===== config.mk =====
export PLATFORM = sky130hd
export DESIGN_NAME = zicsr_access_ctrl
export DESIGN_NICKNAME = d
export VERILOG_FILES = /design/src/rtl/zicsr_access_ctrl.sv
export SDC_FILE = /design/constraint.sdc
export NUM_CORES = 1
export LEC_CHECK = 0
export CORE_AREA = 5 5 145 112
export CTS_BUF_LIST = sky130_fd_sc_hd__clkbuf_4 sky130_fd_sc_hd__clkbuf_8
export CTS_CLUSTER_DIAMETER = 150
export DETAILED_ROUTE_END_ITERATION = 8
export DIE_AREA = 0 0 150 117
export GPL_ROUTABILITY_DRIVEN = 0
export GPL_TIMING_DRIVEN = 0
export PLACE_DENSITY = 0.87
export REMOVE_ABC_BUFFERS = 1
export SETUP_SLACK_MARGIN = 0.1
export SKIP_CTS_REPAIR_TIMING = 1
export SLEW_MARGIN = 20
export SYNTH_ARGS = -nofsm -noshare
export SYNTH_HDL_FRONTEND = slang
export SYNTH_SLANG_ARGS = --single-unit
export TNS_END_PERCENT = 50

===== constraint.sdc =====
create_clock -name clk -period 2.1 [get_ports clk]
set_input_delay 0.63 -clock clk [delete_from_list [all_inputs] [get_ports clk]]
set_output_delay 0.63 -clock clk [all_outputs]
set_load 0.02 [all_outputs]

===== src/rtl/zicsr_access_ctrl.sv =====
// Machine-level Zicsr CSR file with a read/modify/write/respond sequencer.
// Trap-side writes take priority over pipeline requests while idle.
module zicsr_access_ctrl #(
  parameter int unsigned     XLEN   = 32,
  parameter logic [XLEN-1:0] HARTID = '0
) (
  input  logic            clk,
  input  logic            reset,
  input  logic            req_valid,
  output logic            req_ready,
  input  logic [1:0]      req_op,
  input  logic [11:0]     req_addr,
  input  logic [XLEN-1:0] req_wdata,
  input  logic            req_src_zero,
  output logic            rsp_valid,
  input  logic            rsp_ready,
  output logic [XLEN-1:0] rsp_rdata,
  output logic            rsp_illegal,
  input  logic            trap_valid,
  output logic            trap_ready,
  input  logic [11:0]     trap_addr,
  input  logic [XLEN-1:0] trap_wdata,
  output logic [XLEN-1:0] mstatus_o,
  output logic [XLEN-1:0] mtvec_o,
  output logic            busy
);

  localparam int unsigned    AW           = 12;
  localparam logic [AW-1:0]  ADDR_USTATUS = 12'h000;
  localparam logic [AW-1:0]  ADDR_MSTATUS = 12'h300;
  localparam logic [AW-1:0]  ADDR_MTVEC   = 12'h305;
  localparam logic [AW-1:0]  ADDR_MHARTID = 12'hF14;
  localparam logic [1:0]     OP_ILL       = 2'b00;
  localparam logic [1:0]     OP_RW        = 2'b01;
  localparam logic [1:0]     OP_RS        = 2'b10;
  localparam logic [XLEN-1:0] MSTATUS_RST = XLEN'(32'h0000_1880);
  localparam logic [XLEN-1:0] MTVEC_MASK  = ~XLEN'(2);

  typedef enum logic [1:0] {S_IDLE, S_READ, S_WRITE, S_RESP} state_e;

  state_e          state_q, state_d;
  logic [1:0]      op_q;
  logic [AW-1:0]   addr_q;
  logic [XLEN-1:0] wdata_q;
  logic            src_zero_q;
  logic [XLEN-1:0] old_q;
  logic            ill_q;
  logic [XLEN-1:0] mstatus_q;
  logic [XLEN-1:0] mtvec_q;

  logic            csr_exists, csr_writable;
  logic [XLEN-1:0] csr_rdval, new_val;
  logic            do_write, illegal;
  logic            accept, capture, commit, trap_we;

  // Address decode of the latched request; mtvec is write-only and reads as zero.
  always_comb begin
    csr_exists   = 1'b0;
    csr_writable = 1'b0;
    csr_rdval    = '0;
    unique case (addr_q)
      ADDR_USTATUS: csr_exists = 1'b1;
      ADDR_MSTATUS: begin
        csr_exists   = 1'b1;
        csr_writable = 1'b1;
        csr_rdval    = mstatus_q;
      end
      ADDR_MTVEC: begin
        csr_exists   = 1'b1;
        csr_writable = 1'b1;
      end
      ADDR_MHARTID: begin
        csr_exists = 1'b1;
        csr_rdval  = HARTID;
      end
      default: ;
    endcase
  end

  assign do_write = (op_q == OP_RW) | ~src_zero_q;
  assign illegal  = (op_q == OP_ILL) | ~csr_exists | (do_write & ~csr_writable);

  always_comb begin
    new_val = wdata_q;
    if (op_q == OP_RS)      new_val = old_q | wdata_q;
    else if (op_q != OP_RW) new_val = old_q & ~wdata_q;
  end

  always_ff @(posedge clk or negedge reset) begin
    if (!reset) state_q <= S_IDLE;
    else        state_q <= state_d;
  end

  always_comb begin
    state_d    = state_q;
    req_ready  = 1'b0;
    trap_ready = 1'b0;
    accept     = 1'b0;
    capture    = 1'b0;
    commit     = 1'b0;
    trap_we    = 1'b0;
    unique case (state_q)
      S_IDLE: begin
        trap_ready = 1'b1;
        req_ready  = ~trap_valid;
        if (trap_valid) begin
          trap_we = 1'b1;
        end else if (req_valid) begin
          accept  = 1'b1;
          state_d = S_READ;
        end
      end
      S_READ: begin
        capture = 1'b1;
        state_d = S_WRITE;
      end
      S_WRITE: begin
        commit  = do_write & ~ill_q;
        state_d = S_RESP;
      end
      S_RESP: if (rsp_ready) state_d = S_IDLE;
      default: state_d = S_IDLE;
    endcase
  end

  // Request latch, old-value capture and CSR storage.
  always_ff @(posedge clk or negedge reset) begin
    if (!reset) begin
      op_q       <= OP_ILL;
      addr_q     <= '0;
      wdata_q    <= '0;
      src_zero_q <= 1'b0;
      old_q      <= '0;
      ill_q      <= 1'b0;
      mstatus_q  <= MSTATUS_RST;
      mtvec_q    <= '0;
    end else begin
      if (accept) begin
        op_q       <= req_op;
        addr_q     <= req_addr;
        wdata_q    <= req_wdata;
        src_zero_q <= req_src_zero;
      end
      if (capture) begin
        old_q <= illegal ? '0 : csr_rdval;
        ill_q <= illegal;
      end
      if (trap_we) begin
        if (trap_addr == ADDR_MSTATUS)    mstatus_q <= trap_wdata;
        else if (trap_addr == ADDR_MTVEC) mtvec_q   <= trap_wdata & MTVEC_MASK;
      end
      if (commit) begin
        if (addr_q == ADDR_MSTATUS)    mstatus_q <= new_val;
        else if (addr_q == ADDR_MTVEC) mtvec_q   <= new_val & MTVEC_MASK;
      end
    end
  end

  assign rsp_valid   = (state_q == S_RESP);
  assign rsp_rdata   = old_q;
  assign rsp_illegal = ill_q;
  assign busy        = (state_q != S_IDLE);
  assign mstatus_o   = mstatus_q;
  assign mtvec_o     = mtvec_q;

endmodule

* After elaboration in Yosys (flattened, before gate mapping)
Index checks and enable logic that the tools add are counted.
** Cells by class
- Reduce and logical (&&, ||, !) cells :: 7
- Equality and inequality tests :: 14
- Bitwise gates (word level) :: 13
- Mux-type cells :: 29
** Operators with widths (number)
- two-way mux 32 bit :: 14
- equality test 12 x 10 -> 1 bit, second input constant :: 4
- bitwise AND 32 bit :: 1
- NOT 32 bit :: 1
- bitwise OR 32 bit :: 1
- equality test 12 bit, second input constant :: 1
- zero test 12 bit :: 1
- two-way mux 1 bit :: 11
- case mux 2 bit (4 select lines) :: 1
- equality test 2 bit, second input constant :: 3
- two-way mux 2 bit :: 3
- NOT 1 bit :: 5
- equality test 2 x 1 -> 1 bit, second input constant :: 2
- zero test 2 bit :: 2
- != test 2 x 1 -> 1 bit, second input constant :: 2
- != test 2 bit, second input constant :: 2
- OR reduction 4 bit :: 1
- bitwise OR 1 bit :: 3
- AND reduction 3 bit :: 1
- bitwise AND 1 bit :: 2
- nonzero test 2 bit :: 1
- OR reduction 2 bit :: 1
** Storage, ports and cells
- Word-level logic and storage cells :: 72
- Register bits :: 146
- Output and inout bits :: 101
- Input port bits :: 96

* Logic depth before layout (Yosys ltp)
- Depth in word-level cells :: 7
- Gate-level depth with buffers :: 8
- Gate-level depth less buffers :: 6

* Least setup slack after synthesis
No wires, ideal clock.
- Path kind :: register to register
- From :: register state_q[0]
- To :: register addr_q[0]
- Buffers on the path :: 2
- Cell stages (with the launch flop) :: 9
- Clock period less this slack :: 2.192 ns
- Slack :: -0.092 ns
- Required time :: 1.975 ns
- Data arrival time :: 2.067 ns
- Cells stage by stage :: dfrtp_1 > inv_1 > ha_1 > inv_1 > nor2_1 > nand2_1 > buf_2 > buf_2 > mux2_2
** Between the ends
- Longest elaborated chain between the ends :: 2
** RTL lines
- from (decl) :: RTL line 41 : state_e state_q, state_d;
- from (signal assigned) :: RTL line 91 : else state_q <= state_d;
- zero test 2 bit :: RTL line 102 : unique case (state_q)
- two-way mux 1 bit :: RTL line 102
- to (signal assigned) :: RTL line 140 : addr_q <= req_addr;
- to (decl) :: RTL line 43 : logic [AW-1:0] addr_q;
Every way passes these cells.
A chain may end at the register's enable or synchronous reset.

* Worst setup path after layout
- From :: input port trap_valid
- To :: output port req_ready
** Between the ends
- Longest elaborated chain between the ends :: 2
** RTL lines
- from (decl) :: RTL line 19 : input logic trap_valid,
- NOT 1 bit :: RTL line 105 : req_ready = ~trap_valid;
- two-way mux 1 bit :: RTL line 102
- to (decl) :: RTL line 10 : output logic req_ready,
Every way passes these cells.

==> run summary <==
status: finished, final reports clean
Worst path slowest cell: clkdlybuf4s50_1
Achievable Freq: 478.9 MHz
post-route worst setup slack: 0.01195 ns
TritonCTS Sinks: 146
Worst R2R Path Depth: 8
H-tree Lvls: 4
CP Capture Type: output port
Slew @ Worst Pin: 0.7106 ns
Buffers on Ports: 196
Power Density: 983.4 nW/um2
grt total ovfl: 0
Die Wd: 150 um
#FFs+latches synth: 146
RR Endpoint: mstatus_o[24]
All-Layer GR Usage: 0.2288
register area: 3665 um2
worst-path cell chain: clkdlybuf4s50_1 -> nor2_4 -> buf_6
Worst Path Max Fanout: 3
Initial DRT Pass Iterations: 5
drt drc: 0
Fillers: 1014
Yosys cell types: 36
Ant. Diodes: 0
min-delay worst type: in -> async
Clock Latency Late Sink: 0.45 ns
Seq/Total Area, Yosys: 0.5111
total die area: 17550 um2
Via density: 5.709
nets: 845
maxcap violations: 0
Max IR drop VDD: 973.4 uV
Die Ht: 117 um
hold violation count in the final report: 0
Pleak: 0.005466 uW
layout cells sized above 1: 0.1929
Reg clk slew, reported paths: 0.08 ns
CTS tree: yes
vias in the first global route: 5762
Tot Pwr: 10160 uW
type of origin of the critical path: input port
reg2reg setup slack: 0.08 ns
synth warn: 0
RSZ-0062 raised after global routing: yes
initial antenna violation count: 0
fin crit share: 0.9943
cell row count: 39
Top delay family on crit path: buffers and inverters
DR iter-0 viols: 342
Synth Instances: 530
Post-Syn Area: 7156 um2
Rel. slew slack: 0.5262
Post-DP HPWL: 13210 um
Core ar.: 14830 um2
pin count of the biggest net entering global routing: 75
Buf+Inv Stages, Crit Path: 2
Mean Syn Cell Area: 13.50 um2
Inserted Clock Buffers: 17
crit path kind: in -> out
worst r2r src: state_q[1]
via count: 5492
worst slack, placed: -0.9860 ns
synth-to-layout area growth: 44.33%
Largest stage delay, worst path: 0.50 ns
per-cell routed wire length: 23.18 um
minimum clock period: 2.088 ns
Final setup violation count: 0
Multi-input gate area: 3343 um2
skew final: 0.01293 ns
Hold Slack: 0.1284 ns
Starting Density: 0.4824
Boundary Pins: 197
fin. max-slew vios: 0
Crit path required time: 1.47 ns
Root Buffer: clkbuf_8
antenna-violating nets left: 0
CTS Buffer Depth: 2
routed wire length: 22300 um
first-pass GRT wire length: 30850 um
CP Data Arrival Time: 1.46 ns
cells by family (layout without fill, tap and decap cells):
kind of cell | Yosys count | count (layout) | share of synthesized area
multiplexers | 174 | 174 | 0.2516
flip-flops | 146 | 146 | 0.5111
AO/OA/AOI/OAI | 72 | 72 | 0.09163
AND/OR/NAND/NOR | 61 | 65 | 0.05630
buffers and inverters | 39 | 262 | 0.04022
XOR/XNOR | 33 | 33 | 0.04039
adder cells (fa/ha/maj) | 5 | 5 | 0.008743
stage by stage:
| step | setup TNS (ns) | cells | util | cell area [um2] |
|---|---|---|---|---|
| 2_1_floorplan | -109.01 | 495 | - | 6883 |
| 4_1_cts | -38.47 | 933 | 0.6523 | 9677 |
| 6_report | 0 | 962 | 0.6962 | 10330 |
| 5_1_grt | -0.04415 | 962 | 0.6962 | 10330 |
| 3_3_place_gp | -1050.53 | 896 | 0.6135 | 9101 |
| 3_5_place_dp | -76.04 | 901 | 0.6239 | 9255 |
where the power goes:
part | internal (uW) | total, uW | switching, uW
clock network | 1240 | 2320 | 1090
registers | 3340 | 3960 | 622
logic | 2010 | 3870 | 1860
total | 6580 | 10200 | 3570
worst max path at each step:
stage	from	to	cells after the start	slack [ns]
2_1_floorplan	op_q[1]	rsp_rdata[0]	3	-1.01
3_3_place_gp	reset	rsp_rdata[21]	1	-5.19
3_5_place_dp	trap_addr[1]	mtvec_o[23]	5	-0.99
4_1_cts	state_q[0]	req_ready	5	-0.74
5_1_grt	state_q[1]	req_ready	5	-0.04
6_report	trap_valid	req_ready	3	0.01
cells in the final DEF (no fill, tap or decap), types with 2 or more instances in the layout:
cell type / count
a22o_1: 32
mux2i_1: 127
buf_12: 8
nand4_1: 2
xnor2_1: 33
and4bb_4: 2
nand2_1: 2
o21ai_0: 4
clkinv_2: 2
mux2_2: 47
clkbuf_4: 2
nor2_4: 2
buf_4: 17
clkbuf_8: 18
ha_1: 3
dlymetal6s2s_1: 97
dfstp_2: 3
a21oi_1: 2
clkdlybuf4s50_1: 94
clkinvlp_4: 2
nand2b_1: 2
buf_16: 4
nand3_4: 2
buf_6: 5
nor2_1: 33
a221o_1: 32
bufinv_16: 3
dfrtp_4: 2
nand4_4: 6
inv_2: 3
dfrtp_1: 141
clkinv_4: 5
area by class of cell:
| type | count | area share |
|---|---|---|
| sequential | 146 | 0.3549 |
| multi-input combinational | 349 | 0.3237 |
| timing repair buffer | 226 | 0.2541 |
| clock buffer | 20 | 0.02544 |
| tap | 205 | 0.02484 |
| clock inverter | 12 | 0.01539 |
| inverter | 4 | 0.001696 |
sequential cells by signal, indices dropped and copies added (netlist names):
name,cells
op_q,2
mstatus_o,32
state_q,2
src_zero_q,1
rsp_illegal,1
rsp_rdata,32
mtvec_o,32
addr_q,12
wdata_q,32
cells in the mapped netlist:
| cell | count | area share |
|---|---|---|
| a21o_2 | 1 | 0.0012 |
| a21oi_1 | 2 | 0.0014 |
| a21oi_4 | 1 | 0.0023 |
| a221o_1 | 32 | 0.045 |
| a22o_1 | 32 | 0.039 |
| and2_1 | 1 | 0.00087 |
| and3_1 | 1 | 0.00087 |
| and3_4 | 1 | 0.0016 |
| and4b_1 | 2 | 0.0028 |
| and4bb_1 | 1 | 0.0017 |
| and4bb_2 | 2 | 0.0035 |
| buf_2 | 8 | 0.0056 |
| buf_4 | 6 | 0.0063 |
| buf_6 | 10 | 0.016 |
| buf_8 | 3 | 0.0063 |
| clkbuf_1 | 8 | 0.0042 |
| dfrtp_1 | 143 | 0.50 |
| dfstp_2 | 3 | 0.011 |
| ha_1 | 5 | 0.0087 |
| inv_1 | 4 | 0.0021 |
| mux2_2 | 47 | 0.074 |
| mux2i_1 | 127 | 0.18 |
| nand2_1 | 3 | 0.0016 |
| nand2b_1 | 2 | 0.0017 |
| nand2b_4 | 1 | 0.0019 |
| nand3_4 | 1 | 0.0024 |
| nand4_1 | 2 | 0.0017 |
| nand4_4 | 3 | 0.0089 |
| nor2_1 | 36 | 0.019 |
| nor2b_1 | 1 | 0.00087 |
| nor3_1 | 1 | 0.00070 |
| nor3_4 | 1 | 0.0023 |
| nor4_1 | 1 | 0.00087 |
| nor4_4 | 1 | 0.0030 |
| o21ai_0 | 4 | 0.0028 |
| xnor2_1 | 33 | 0.040 |
routing by layer:
metal	GRT usage	wire (um)
met3	0.06505	2001
met5	0	0
met1	0.2871	9071
met2	0.3896	10780
met4	0.06947	439
(Power assumes the default switching activity.)
